==> src/rtl/scan_controller.sv <==
`timescale 1ns/1ps
`default_nettype none
// ============================================================================
// Module   : scan_controller
// Purpose  : Sequences a nested row/column scan over two external counters.
//            Clears both counters, then runs a req/ack handshake per index pair.
//            After each pair it advances the inner counter, and the outer
//            counter when the inner one wraps. It finishes when both
//            carry-outs are high together. Supports abort and an ack watchdog.
// Revision : 1.0 - initial release
// ============================================================================
module scan_controller #(
  parameter int TW = 4
) (
  input  logic clk,
  input  logic rst,
  input  logic start,
  input  logic abort,
  input  logic step_ack,
  input  logic co_i,
  input  logic co_o,
  output logic cnt_i,
  output logic clr_i,
  output logic cnt_o,
  output logic clr_o,
  output logic step_req,
  output logic busy,
  output logic done,
  output logic err
);

  typedef enum logic [2:0] {
    S_IDLE     = 3'd0,
    S_CLEAR    = 3'd1,
    S_WAIT_ACK = 3'd2,
    S_ADVANCE  = 3'd3,
    S_FINISH   = 3'd4,
    S_ABORT    = 3'd5
  } state_t;

  // The watchdog has already waited 2^TW-2 cycles, so this cycle is the last one allowed.
  localparam logic [TW-1:0] C_WD_LAST = {{(TW-1){1'b1}}, 1'b0};
  localparam logic [TW-1:0] C_WD_ONE  = {{(TW-1){1'b0}}, 1'b1};

  state_t        state_q, state_d;
  logic [TW-1:0] wd_q, wd_d;
  logic          cnt_i_q, cnt_i_d;
  logic          clr_q, clr_d;
  logic          step_req_q, step_req_d;
  logic          busy_q, busy_d;
  logic          done_q, done_d;
  logic          err_q, err_d;
  logic          timeout;

  // Next-state, watchdog and next-output decode; outputs are decoded from the next state so they are registered.
  always_comb begin
    state_d = state_q;
    wd_d    = '0;
    timeout = 1'b0;
    case (state_q)
      S_IDLE: begin
        if (start) state_d = S_CLEAR;
      end
      S_CLEAR: begin
        state_d = abort ? S_ABORT : S_WAIT_ACK;
      end
      S_WAIT_ACK: begin
        if (abort) begin
          state_d = S_ABORT;
        end else if (step_ack) begin
          state_d = S_ADVANCE;
        end else if (wd_q == C_WD_LAST) begin
          state_d = S_ABORT;
          timeout = 1'b1;
        end else begin
          wd_d = wd_q + C_WD_ONE;
        end
      end
      S_ADVANCE: begin
        if (abort)            state_d = S_ABORT;
        else if (co_i & co_o) state_d = S_FINISH;
        else                  state_d = S_WAIT_ACK;
      end
      S_FINISH: state_d = S_IDLE;
      S_ABORT:  state_d = S_IDLE;
      default:  state_d = S_IDLE;
    endcase

    cnt_i_d    = (state_d == S_ADVANCE);
    clr_d      = (state_d == S_CLEAR) || (state_d == S_ABORT);
    step_req_d = (state_d == S_WAIT_ACK);
    busy_d     = (state_d != S_IDLE);
    done_d     = (state_d == S_FINISH);
    err_d      = (state_d == S_ABORT) && timeout;
  end

  // State, watchdog and output registers; reset drops every output at once.
  always_ff @(posedge clk or posedge rst) begin
    if (rst) begin
      state_q    <= S_IDLE;
      wd_q       <= '0;
      cnt_i_q    <= 1'b0;
      clr_q      <= 1'b0;
      step_req_q <= 1'b0;
      busy_q     <= 1'b0;
      done_q     <= 1'b0;
      err_q      <= 1'b0;
    end else begin
      state_q    <= state_d;
      wd_q       <= wd_d;
      cnt_i_q    <= cnt_i_d;
      clr_q      <= clr_d;
      step_req_q <= step_req_d;
      busy_q     <= busy_d;
      done_q     <= done_d;
      err_q      <= err_d;
    end
  end

  assign cnt_i    = cnt_i_q;
  assign clr_i    = clr_q;
  assign clr_o    = clr_q;
  assign step_req = step_req_q;
  assign busy     = busy_q;
  assign done     = done_q;
  assign err      = err_q;
  // The outer counter steps on the same edge the inner counter wraps.
  assign cnt_o    = cnt_i_q & co_i;

endmodule
`default_nettype wire

==> config.mk <==
export PLATFORM = sky130hd
export DESIGN_NAME = scan_controller
export DESIGN_NICKNAME = d
export VERILOG_FILES = /design/src/rtl/scan_controller.sv
export SDC_FILE = /design/constraint.sdc
export NUM_CORES = 1
export LEC_CHECK = 0
export ABC_AREA = 0
export BUFFER_PORTS_ARGS = -buffer_cell sky130_fd_sc_hd__clkbuf_2
export CAP_MARGIN = 10
export CELL_PAD_IN_SITES_DETAIL_PLACEMENT = 1
export CELL_PAD_IN_SITES_GLOBAL_PLACEMENT = 2
export CORE_MARGIN = 1
export CORE_UTILIZATION = 34
export DETAILED_ROUTE_END_ITERATION = 10
export MAX_ROUTING_LAYER = met4
export PLACE_DENSITY_LB_ADDON = 0.1
export SLEW_MARGIN = 20
export SYNTH_ARGS = -nofsm -noshare
export SYNTH_HDL_FRONTEND = slang
export SYNTH_SLANG_ARGS = --single-unit
==> constraint.sdc <==
create_clock -name clk -period 3.2 [get_ports clk]
set_input_delay 0.48 -clock clk [delete_from_list [all_inputs] [get_ports clk]]
set_output_delay 0.48 -clock clk [all_outputs]
set_load 0.01 [all_outputs]
==> results of run 1 <==
logic make-up after synthesis:
kind of cell,share of synthesized area [%]
AND/OR/NAND/NOR,24.85
flip-flops,51.28
AO/OA/AOI/OAI,11.24
buffers and inverters,5.916
XOR/XNOR,2.762
adder cells (fa/ha/maj),3.944
path summary, 6_finish.rpt:
kind                       cells after the start              start                 to
setup / recovery                               6  wd_q[0]$_DFF_PP0_    clr_i$_DFF_PP0_
hold reg to reg                                1  wd_q[0]$_DFF_PP0_  wd_q[0]$_DFF_PP0_
setup reg to reg                               6  wd_q[0]$_DFF_PP0_    clr_i$_DFF_PP0_
max in group asynchronous                      2                rst    cnt_i$_DFF_PP0_
hold / removal                                 2                rst  wd_q[2]$_DFF_PP0_
min in group clk                               3              start     busy$_DFF_PP0_
registers in the layout (all words and copies together), names as in the netlist:
signal    count
busy          1
clr_i         1
cnt_i         1
done          1
err           1
state_q       3
step_req      1
wd_q          4
power by group through the flow:
stage	registers, mW	logic (mW)	clock network, mW
after floorplan	0.241	0.155	0
after global placement	0.266	0.166	0
after detailed placement	0.263	0.169	0
after CTS	0.261	0.169	0.108
after global routing	0.271	0.188	0.116
final	0.260	0.165	0.101
Yosys cell counts (all sizes together):
| master | number |
|---|---|
| dfrtp | 13 |
| nor2 | 8 |
| nand3 | 4 |
| nor2b | 4 |
| buf | 3 |
| inv | 3 |
| a31oi | 2 |
| and2 | 2 |
| ha | 2 |
| nand2b | 2 |
| nor3 | 2 |
| nor4 | 2 |
| o21ai | 2 |
| a2111oi | 1 |
| a22oi | 1 |
| and3 | 1 |
| nand2 | 1 |
| nand4 | 1 |
| nand4b | 1 |
| o311ai | 1 |
| xnor2 | 1 |
| xor2 | 1 |
metal layers:
metal,track usage [%],part of all wire [%],vias up
li1,-,-,231
met1,16.04,43,229
met2,28.12,51,14
met3,8.400,5.0,2
met4,5.455,1.0,0
met5,-,0,-
worst reg2reg max path, cell delays in order (launching register included):
cell	delay, ns
sky130_fd_sc_hd__dfrtp_1	0.42
sky130_fd_sc_hd__inv_1	0.07
sky130_fd_sc_hd__ha_1	0.19
sky130_fd_sc_hd__nand3_1	0.09
sky130_fd_sc_hd__and3_4	0.18
sky130_fd_sc_hd__a2111oi_4	0.33
sky130_fd_sc_hd__nor2b_1	0.17
layout make-up:
cell class / count / area share (%)
Multi-Input combinational cell: 39 / 36.90
Tap cell: 25 / 4.252
Timing Repair Buffer: 14 / 9.524
Clock buffer: 4 / 3.571
Inverter: 3 / 1.531
Sequential cell: 13 / 44.22
per-stage QoR:
| stage | hold WS (ns) | worst slack, ns | power, mW | util (%) |
|---|---|---|---|---|
| after floorplan | 0.3570 | 1.837 | 0.3963 | - |
| after global placement | 0.4798 | 1.711 | 0.4323 | 40.65 |
| after detailed placement | 0.4972 | 1.707 | 0.4320 | 40.65 |
| after CTS | 0.2000 | 1.665 | 0.5383 | 42.15 |
| after global routing | 0.2216 | 1.569 | 0.5748 | 42.15 |
| final | 0.1853 | 1.690 | 0.5255 | 42.15 |
==> impl_results.html, run 1 <==
<table>
<tr><th>Metric</th><th>Value</th></tr>
<tr><th colspan="2">Clock tree</th></tr>
<tr><td>Post-CTS Setup Repair Bufs</td><td>0</td></tr>
<tr><td>Total CTS buffers</td><td>3</td></tr>
<tr><td>Resized Gates After CTS</td><td>0</td></tr>
<tr><td>Clock Path Buffers</td><td>2</td></tr>
<tr><td>CTS tree</td><td>built</td></tr>
<tr><td>Clock H-tree levels</td><td>1</td></tr>
<tr><td>Clock insertion delay at the later pin of the skew report</td><td>0.28 ns</td></tr>
<tr><td>Root buffer selected by CTS</td><td>sky130_fd_sc_hd__clkbuf_4</td></tr>
<tr><td>Clock slew seen by the registers of the worst setup and hold paths</td><td>0.08 ns</td></tr>
<tr><td>Number of clock sinks seen by CTS</td><td>13</td></tr>
<tr><td>Number of buffers inserted by hold repair at cts</td><td>0</td></tr>
<tr><th colspan="2">Placed design</th></tr>
<tr><td>Post-Place Cells</td><td>94</td></tr>
<tr><td>Buffers added on ports</td><td>14</td></tr>
<tr><td>Global placer's final weighted congestion</td><td>0.6849</td></tr>
<tr><td>Placed wire-length estimate</td><td>930 microns</td></tr>
<tr><td>Placed inst area</td><td>709.4 sq um</td></tr>
<tr><th colspan="2">STA</th></tr>
<tr><td>Unrepaired setup endpoints after global routing</td><td>false</td></tr>
<tr><td>Worst slew margin relative to its limit</td><td>a little under 70%</td></tr>
<tr><td>Number of setup violations in the final report</td><td>0</td></tr>
<tr><td>Slew @ Worst Pin</td><td>between 0.4 and 0.5 ns</td></tr>
<tr><td>Final worst-path cycle share</td><td>47.20%</td></tr>
<tr><td>Shortest clock period the worst path allows after layout</td><td>1.511 ns</td></tr>
<tr><td>Number of hold violations in the final report</td><td>0</td></tr>
<tr><td>Clk_skew</td><td>roughly 0.010 ns</td></tr>
<tr><td>Total negative slack for setup checks</td><td>0 ns</td></tr>
<tr><td>Count of final max-slew check failures</td><td>0</td></tr>
<tr><td>Top achievable clock speed</td><td>approximately 0.66 GHz</td></tr>
<tr><th colspan="2">Status</th></tr>
<tr><td>Outcome</td><td>complete, no violations</td></tr>
<tr><th colspan="2">Critical path</th></tr>
<tr><td>Slowest library cell on the worst path</td><td>sky130_fd_sc_hd__dfrtp_1</td></tr>
<tr><td>Path type of the worst setup path</td><td>reg -&gt; reg</td></tr>
<tr><td>Reg-to-reg slack, setup</td><td>about 1.7 ns</td></tr>
<tr><td>Critical path data arrival time</td><td>1.71 ns</td></tr>
<tr><td>Cell type group with the largest total delay on the critical path</td><td>simple AND/OR/NAND/NOR gates</td></tr>
<tr><td>Worst path max stage delay</td><td>0.42 ns</td></tr>
<tr><td>Kind of launch point of the worst setup path</td><td>flop</td></tr>
<tr><td>Worst Path Max Fanout</td><td>4</td></tr>
<tr><td>Critical Path, Cell by Cell</td><td>inv_1 -&gt; ha_1 -&gt; nand3_1 -&gt; and3_4 -&gt; a2111oi_4 -&gt; nor2b_1</td></tr>
<tr><td>Crit path buffers/inverters</td><td>1</td></tr>
<tr><td>Critical path capture point type</td><td>flop</td></tr>
<tr><td>Required time at the endpoint of the critical path</td><td>3.40 ns</td></tr>
<tr><th colspan="2">Yosys</th></tr>
<tr><td>Leading post-synthesis cells by cell area</td><td>sky130_fd_sc_hd__dfrtp_1, sky130_fd_sc_hd__nor2_1, sky130_fd_sc_hd__a2111oi_4, sky130_fd_sc_hd__ha_1, sky130_fd_sc_hd__nor2b_1</td></tr>
<tr><td>Portion of the post-synthesis area used by sequential elements</td><td>~51%</td></tr>
<tr><td>Yosys warns</td><td>0</td></tr>
<tr><td>Share of Yosys cell area claimed by the top area cell type</td><td>51.28%</td></tr>
<tr><td>Synthesized netlist cell count</td><td>58</td></tr>
<tr><td>Library cell occupying the most area in the post-synthesis netlist</td><td>sky130_fd_sc_hd__dfrtp_1</td></tr>
<tr><td>Unique cell type count in the Yosys netlist</td><td>24</td></tr>
<tr><td>Syn_nets</td><td>67</td></tr>
<tr><td>Post-Synthesis Mean Instance Area</td><td>between 10 and 15 sq um</td></tr>
<tr><td>Cell area after technology mapping</td><td>approximately 630 sq um</td></tr>
<tr><td>Post-synthesis sequential element count</td><td>13</td></tr>
<tr><th colspan="2">Drt</th></tr>
<tr><td>Average wire per standard cell</td><td>12.07 microns</td></tr>
<tr><td>DRT Pass-1 Iters</td><td>2</td></tr>
<tr><td>Via density per instance</td><td>4.857</td></tr>
<tr><td>Wire length after detailed routing</td><td>1.183 mm</td></tr>
<tr><td>Total via count in the routed design</td><td>476</td></tr>
<tr><td>Antenna-violating nets left</td><td>0</td></tr>
<tr><td>Total DRC errors in the routed layout</td><td>0</td></tr>
<tr><td>DRT iter0 DRCs</td><td>3</td></tr>
<tr><th colspan="2">Global route</th></tr>
<tr><td>Global-route wire length before repair</td><td>2.201 mm</td></tr>
<tr><td>Largest net degree at the start of global routing</td><td>14</td></tr>
<tr><td>GRT Resource Usage Total</td><td>approximately 16%</td></tr>
<tr><td>Antenna violations before repair</td><td>0</td></tr>
<tr><td>Total grt overflow</td><td>0</td></tr>
<tr><td>Number of global-route vias before repair</td><td>513</td></tr>
<tr><th colspan="2">Pwr</th></tr>
<tr><td>Part of the power in registers</td><td>49.5%</td></tr>
<tr><td>Sw power</td><td>0.1906 mW</td></tr>
<tr><td>Combinational share of power</td><td>31.3%</td></tr>
<tr><td>Switching Share</td><td>36.28%</td></tr>
<tr><td>Maximum vdd ir drop</td><td>between 0.3 and 0.4 mV</td></tr>
<tr><td>Pwr dens</td><td>between 700 and 800 mW/mm^2</td></tr>
<tr><td>Share of power burned in the clock network</td><td>19.1%</td></tr>
<tr><td>P_int</td><td>0.3348 mW</td></tr>
<tr><td>Leak Pwr</td><td>0.3385 nW</td></tr>
<tr><th colspan="2">Cells and area</th></tr>
<tr><td>Final #Nets</td><td>83</td></tr>
<tr><td>Sequential standard cell area</td><td>around 330 sq um</td></tr>
<tr><td>Combined area of the multi-input logic cells</td><td>271.5 sq um</td></tr>
<tr><td>Diodes inserted</td><td>0</td></tr>
<tr><td>Fill cell count</td><td>approximately 210</td></tr>
<tr><td>Most common cell after layout, fill and taps aside</td><td>sky130_fd_sc_hd__clkbuf_2</td></tr>
<tr><td>Syn-to-layout area delta</td><td>15.98%</td></tr>
<tr><td>Fraction of final layout cells sized beyond drive strength 1</td><td>28.77%</td></tr>
<tr><td>Final non-filler cell total</td><td>98</td></tr>
<tr><td>Highest-count cells in the layout ignoring fill and taps</td><td>sky130_fd_sc_hd__clkbuf_2, sky130_fd_sc_hd__dfrtp_1, sky130_fd_sc_hd__nor2_1</td></tr>
<tr><td>Area of all placed cells without fillers</td><td>735.7 sq um</td></tr>
<tr><th colspan="2">Floorplanning</th></tr>
<tr><td>Number of placement rows</td><td>15</td></tr>
<tr><td>Initial core utilization</td><td>36.34%</td></tr>
<tr><td>Overall die area</td><td>around 0.0020 sq mm</td></tr>
<tr><td>I/O pins</td><td>15</td></tr>
<tr><td>Vertical die dimension</td><td>45.20 microns</td></tr>
<tr><td>Area of the core region</td><td>around 0.0017 sq mm</td></tr>
<tr><td>Die outline width</td><td>45.20 microns</td></tr>
<tr><th colspan="2">Worst hold path</th></tr>
<tr><td>Min-Delay Path Class</td><td>in -&gt; async</td></tr>
<tr><th colspan="2">Run</th></tr>
<tr><td>Number of violations of the max-capacitance limit</td><td>0</td></tr>
</table>
Power figures use the tool's default switching activity.
==> run 2, diff against run 1 <==
--- a/config.mk
+++ b/config.mk
@@ -5,13 +5,13 @@
 export SDC_FILE = /design/constraint.sdc
 export NUM_CORES = 1
 export LEC_CHECK = 0
-export ABC_AREA = 0
+export ABC_AREA = 1
 export BUFFER_PORTS_ARGS = -buffer_cell sky130_fd_sc_hd__clkbuf_2
 export CAP_MARGIN = 10
 export CELL_PAD_IN_SITES_DETAIL_PLACEMENT = 1
 export CELL_PAD_IN_SITES_GLOBAL_PLACEMENT = 2
 export CORE_MARGIN = 1
-export CORE_UTILIZATION = 34
+export CORE_UTILIZATION = 29
 export DETAILED_ROUTE_END_ITERATION = 10
 export MAX_ROUTING_LAYER = met4
 export PLACE_DENSITY_LB_ADDON = 0.1
==> constraint.sdc (replaced) <==
create_clock -name clk -period 1.5 [get_ports clk]
set_input_delay 0.225 -clock clk [delete_from_list [all_inputs] [get_ports clk]]
set_output_delay 0.225 -clock clk [all_outputs]
set_load 0.01 [all_outputs]
==> impl_results.html, run 2 <==
<table>
<tr><th>Metric</th><th>Value</th></tr>
<tr><th colspan="2">Yosys</th></tr>
<tr><td>Share of Yosys cell area claimed by the top area cell type</td><td>53.61% (+2.3 points)</td></tr>
<tr><td>Count of flip-flops with a built-in enable after synthesis</td><td>0 (unchanged)</td></tr>
<tr><td>Post-synthesis sequential element count</td><td>13 (unchanged)</td></tr>
<tr><td>Leading post-synthesis cells by cell area</td><td>sky130_fd_sc_hd__dfrtp_1, sky130_fd_sc_hd__nand2_1, sky130_fd_sc_hd__inv_1, sky130_fd_sc_hd__nand2_2, sky130_fd_sc_hd__nor2_1</td></tr>
<tr><td>Synth top cells by count</td><td>sky130_fd_sc_hd__nand2_1, sky130_fd_sc_hd__dfrtp_1, sky130_fd_sc_hd__inv_1, sky130_fd_sc_hd__nor2_1</td></tr>
<tr><td>Cell area after technology mapping</td><td>606.8 sq um (-4.3%)</td></tr>
<tr><td>Syn_nets</td><td>77 (+15%)</td></tr>
<tr><td>Portion of the post-synthesis area used by sequential elements</td><td>53.61% (+2.3 points)</td></tr>
<tr><td>Unique cell type count in the Yosys netlist</td><td>16 (-33%)</td></tr>
<tr><td>Most frequently used flop master after synthesis</td><td>sky130_fd_sc_hd__dfrtp_1</td></tr>
<tr><td>Synthesized netlist cell count</td><td>68 (+17%)</td></tr>
<tr><td>Share of async-settable or async-resettable flops after synthesis</td><td>100.0% (unchanged)</td></tr>
<tr><td>Post-Synthesis Mean Instance Area</td><td>8.924 sq um (-18%)</td></tr>
<tr><td>Yosys warns</td><td>0 (unchanged)</td></tr>
<tr><td>Library cell occupying the most area in the post-synthesis netlist</td><td>sky130_fd_sc_hd__dfrtp_1</td></tr>
<tr><td>Most frequent cell after synthesis</td><td>sky130_fd_sc_hd__nand2_1</td></tr>
<tr><th colspan="2">STA</th></tr>
<tr><td>Top achievable clock speed</td><td>0.7637 GHz (+15%)</td></tr>
<tr><td>Number of hold violations in the final report</td><td>0 (unchanged)</td></tr>
<tr><td>Final Worst Setup Slack</td><td>0.1905 ns (-1.499 ns)</td></tr>
<tr><td>Count of final max-slew check failures</td><td>0 (unchanged)</td></tr>
<tr><td>Clk_skew</td><td>0.003659 ns (-0.006338 ns)</td></tr>
<tr><td>Shortest clock period the worst path allows after layout</td><td>1.309 ns (-0.2010 ns)</td></tr>
<tr><td>Slew @ Worst Pin</td><td>0.4816 ns (+0.005144 ns)</td></tr>
<tr><td>Final worst-path cycle share</td><td>87.30% (+40 points)</td></tr>
<tr><td>Number of setup violations in the final report</td><td>0 (unchanged)</td></tr>
<tr><td>Worst slew margin relative to its limit</td><td>67.86% (-0.34 points)</td></tr>
<tr><td>Unrepaired setup endpoints after global routing</td><td>false</td></tr>
<tr><td>Total negative slack for setup checks</td><td>0 ns (unchanged)</td></tr>
<tr><th colspan="2">Critical path</th></tr>
<tr><td>Launch instance of the worst register-to-register path</td><td>wd_q[0]$_DFF_PP0_</td></tr>
<tr><td>Source of the critical timing path</td><td>wd_q[0]$_DFF_PP0_</td></tr>
<tr><td>Worst Path Max Fanout</td><td>5 (+1)</td></tr>
<tr><td>Critical path capture point type</td><td>flop</td></tr>
<tr><td>Critical path data arrival time</td><td>1.46 ns (-0.25 ns)</td></tr>
<tr><td>Path type of the worst setup path</td><td>reg -&gt; reg</td></tr>
<tr><td>Kind of launch point of the worst setup path</td><td>flop</td></tr>
<tr><td>Required time at the endpoint of the critical path</td><td>1.65 ns (-1.75 ns)</td></tr>
<tr><th colspan="2">Cells and area</th></tr>
<tr><td>Diodes inserted</td><td>0 (unchanged)</td></tr>
<tr><td>Combined area of the multi-input logic cells</td><td>225.2 sq um (-17%)</td></tr>
<tr><td>Area of all placed cells without fillers</td><td>739.5 sq um (+0.51%)</td></tr>
<tr><td>Fill cell count</td><td>262 (+26%)</td></tr>
<tr><td>Sequential standard cell area</td><td>325.3 sq um (unchanged)</td></tr>
<tr><td>Registers with the most flip-flops</td><td>wd_q (4), state_q (3)</td></tr>
<tr><td>Final #Nets</td><td>96 (+16%)</td></tr>
<tr><td>Highest-count cells in the layout ignoring fill and taps</td><td>sky130_fd_sc_hd__nand2_1, sky130_fd_sc_hd__clkbuf_2, sky130_fd_sc_hd__dfrtp_1</td></tr>
<tr><td>Fraction of final layout cells sized beyond drive strength 1</td><td>32.56% (+3.8 points)</td></tr>
<tr><td>Max FFs per register</td><td>4 (unchanged)</td></tr>
<tr><td>Syn-to-layout area delta</td><td>21.86%</td></tr>
<tr><td>Largest reg by FF count</td><td>wd_q</td></tr>
<tr><th colspan="2">Placed design</th></tr>
<tr><td>Global placer's final weighted congestion</td><td>0.6955 (+1.5%)</td></tr>
<tr><td>Placed inst area</td><td>703.2 sq um (-0.88%)</td></tr>
<tr><td>Buffers added on ports</td><td>14 (unchanged)</td></tr>
<tr><td>Post-Place Setup Slack</td><td>0.1794 ns (-1.528 ns)</td></tr>
<tr><td>Placed wire-length estimate</td><td>953.6 microns (+2.5%)</td></tr>
<tr><th colspan="2">Drt</th></tr>
<tr><td>DRT Pass-1 Iters</td><td>7 (+5)</td></tr>
<tr><td>Wire length after detailed routing</td><td>1.106 mm (-6.5%)</td></tr>
<tr><td>Via density per instance</td><td>4.239 (-13%)</td></tr>
<tr><td>Total DRC errors in the routed layout</td><td>1 (+1)</td></tr>
<tr><td>Total via count in the routed design</td><td>479 (+0.63%)</td></tr>
<tr><td>Antenna-violating nets left</td><td>0 (unchanged)</td></tr>
<tr><td>Average wire per standard cell</td><td>9.788 microns (-19%)</td></tr>
<tr><td>DRT iter0 DRCs</td><td>2 (-1)</td></tr>
<tr><th colspan="2">Clock tree</th></tr>
<tr><td>Clock Path Buffers</td><td>2 (unchanged)</td></tr>
<tr><td>Clock insertion delay at the later pin of the skew report</td><td>0.26 ns (-0.02 ns)</td></tr>
<tr><td>Resized Gates After CTS</td><td>0 (unchanged)</td></tr>
<tr><td>Number of buffers inserted by hold repair at cts</td><td>1 (+1)</td></tr>
<tr><td>CTS tree</td><td>built</td></tr>
<tr><td>Number of clock sinks seen by CTS</td><td>13 (unchanged)</td></tr>
<tr><td>Clock slew seen by the registers of the worst setup and hold paths</td><td>0.08 ns (about the same)</td></tr>
<tr><td>Clock H-tree levels</td><td>1 (unchanged)</td></tr>
<tr><td>Total CTS buffers</td><td>3 (unchanged)</td></tr>
<tr><td>Post-CTS Setup Repair Bufs</td><td>0 (unchanged)</td></tr>
<tr><td>Root buffer selected by CTS</td><td>sky130_fd_sc_hd__clkbuf_4</td></tr>
<tr><th colspan="2">Pwr</th></tr>
<tr><td>Total power after layout</td><td>1.146 mW (+120%)</td></tr>
<tr><td>Maximum vdd ir drop</td><td>0.6610 mV (+120%)</td></tr>
<tr><td>Pwr dens</td><td>1550 mW/mm^2 (+120%)</td></tr>
<tr><td>Leak Pwr</td><td>0.4446 nW (+31%)</td></tr>
<tr><th colspan="2">Global route</th></tr>
<tr><td>Global-route wire length before repair</td><td>1.925 mm (-13%)</td></tr>
<tr><td>Largest net degree at the start of global routing</td><td>14 (unchanged)</td></tr>
<tr><td>Antenna violations before repair</td><td>0 (unchanged)</td></tr>
<tr><td>Total grt overflow</td><td>0 (unchanged)</td></tr>
<tr><td>Number of global-route vias before repair</td><td>451 (-12%)</td></tr>
<tr><td>GRT Resource Usage Total</td><td>12.73% (-3.7 points)</td></tr>
<tr><th colspan="2">Floorplanning</th></tr>
<tr><td>Area of the core region</td><td>0.001962 sq mm (+12%)</td></tr>
<tr><td>Overall die area</td><td>0.002280 sq mm (+12%)</td></tr>
<tr><td>Vertical die dimension</td><td>47.75 microns (+5.6%)</td></tr>
<tr><td>I/O pins</td><td>15 (unchanged)</td></tr>
<tr><td>Die outline width</td><td>47.75 microns (+5.6%)</td></tr>
<tr><td>Initial core utilization</td><td>30.93% (-5.4 points)</td></tr>
<tr><td>Number of placement rows</td><td>16 (+1)</td></tr>
<tr><th colspan="2">Run</th></tr>
<tr><td>Number of violations of the max-capacitance limit</td><td>0 (unchanged)</td></tr>
<tr><th colspan="2">Status</th></tr>
<tr><td>Outcome</td><td>finished with violations</td></tr>
<tr><td>Failing checks</td><td>DRC</td></tr>
<tr><th colspan="2">Worst hold path</th></tr>
<tr><td>Start point of the worst min-delay path</td><td>abort</td></tr>
<tr><td>Min-Delay Path Class</td><td>in -&gt; reg</td></tr>
</table>
[run 2: cell count changes in the layout (fill, tap and decap cells not counted), sizes merged, moves of 2 or more]
cell    before  now
inv          3   13
nand2b       2    0
and2         2    0
o21ai        2    0
nor3         2    0
nor2b        4    0
nand3        4    6
a31oi        2    0
nand2        1   19
[run 2: final timing paths]
path	end	slack (ns)	cells past startpoint
max	busy$_DFF_PP0_	0.19	8
min	err$_DFF_PP0_	0.16	2
max reg2reg	busy$_DFF_PP0_	0.19	8
min reg2reg	wd_q[0]$_DFF_PP0_	0.49	1
max in group asynchronous	err$_DFF_PP0_	0.68	3
min in group asynchronous	done$_DFF_PP0_	0.49	3
[run 2: stage by stage]
| step | hold WS [ns] | std cells | util (%) |
|---|---|---|---|
| after floorplan | 0.1020 | 68 | - |
| after global placement | 0.2539 | 108 | 35.84 |
| after detailed placement | 0.2568 | 108 | 35.84 |
| after CTS | 0.1463 | 113 | 37.69 |
| after global routing | 0.1512 | 113 | 37.69 |
| final | 0.1580 | 113 | 37.69 |
[run 2: final cells by class]
cell class	count	area share, %
Clock buffer	4	3.553
Inverter	13	6.599
Multi-Input combinational cell	41	30.46
Sequential cell	13	43.99
Tap cell	27	4.569
Timing Repair Buffer	15	10.83
[run 2: cell families (layout without fill, tap and decap cells)]
kind of cell | count (synthesis) | count (layout) | synth area share, %
simple gates | 37 | 37 | 30.10
fa+ha+maj | 2 | 2 | 4.123
flops | 13 | 13 | 53.61
buf+inv | 14 | 32 | 9.279
xor+xnor | 2 | 2 | 2.887
[run 2: power breakdown]
group	leakage, nW	switching [mW]	internal, mW
clock network	0.0150	0.103	0.103
registers	0.173	0.0513	0.443
logic	0.256	0.287	0.160
[run 2: worst max-delay path, stage by stage, from the launching register on]
cell and delay, ns:
sky130_fd_sc_hd__dfrtp_1 0.39, sky130_fd_sc_hd__inv_1 0.06, sky130_fd_sc_hd__ha_1 0.22, sky130_fd_sc_hd__nand3_1 0.11, sky130_fd_sc_hd__nand2_1 0.06, sky130_fd_sc_hd__nand2_1 0.07
sky130_fd_sc_hd__nand3_2 0.09, sky130_fd_sc_hd__nand2_2 0.12, sky130_fd_sc_hd__nand3_1 0.08
[run 2: metal layers]
layer / share of wire (%) / global-route usage (%) / vias to the layer above
li1: - / - / 241
met1: 49 / 17.84 / 229
met2: 48 / 17.30 / 7
met3: 2.2 / 2.264 / 2
met4: 0.54 / 6.667 / 0
met5: 0 / - / -
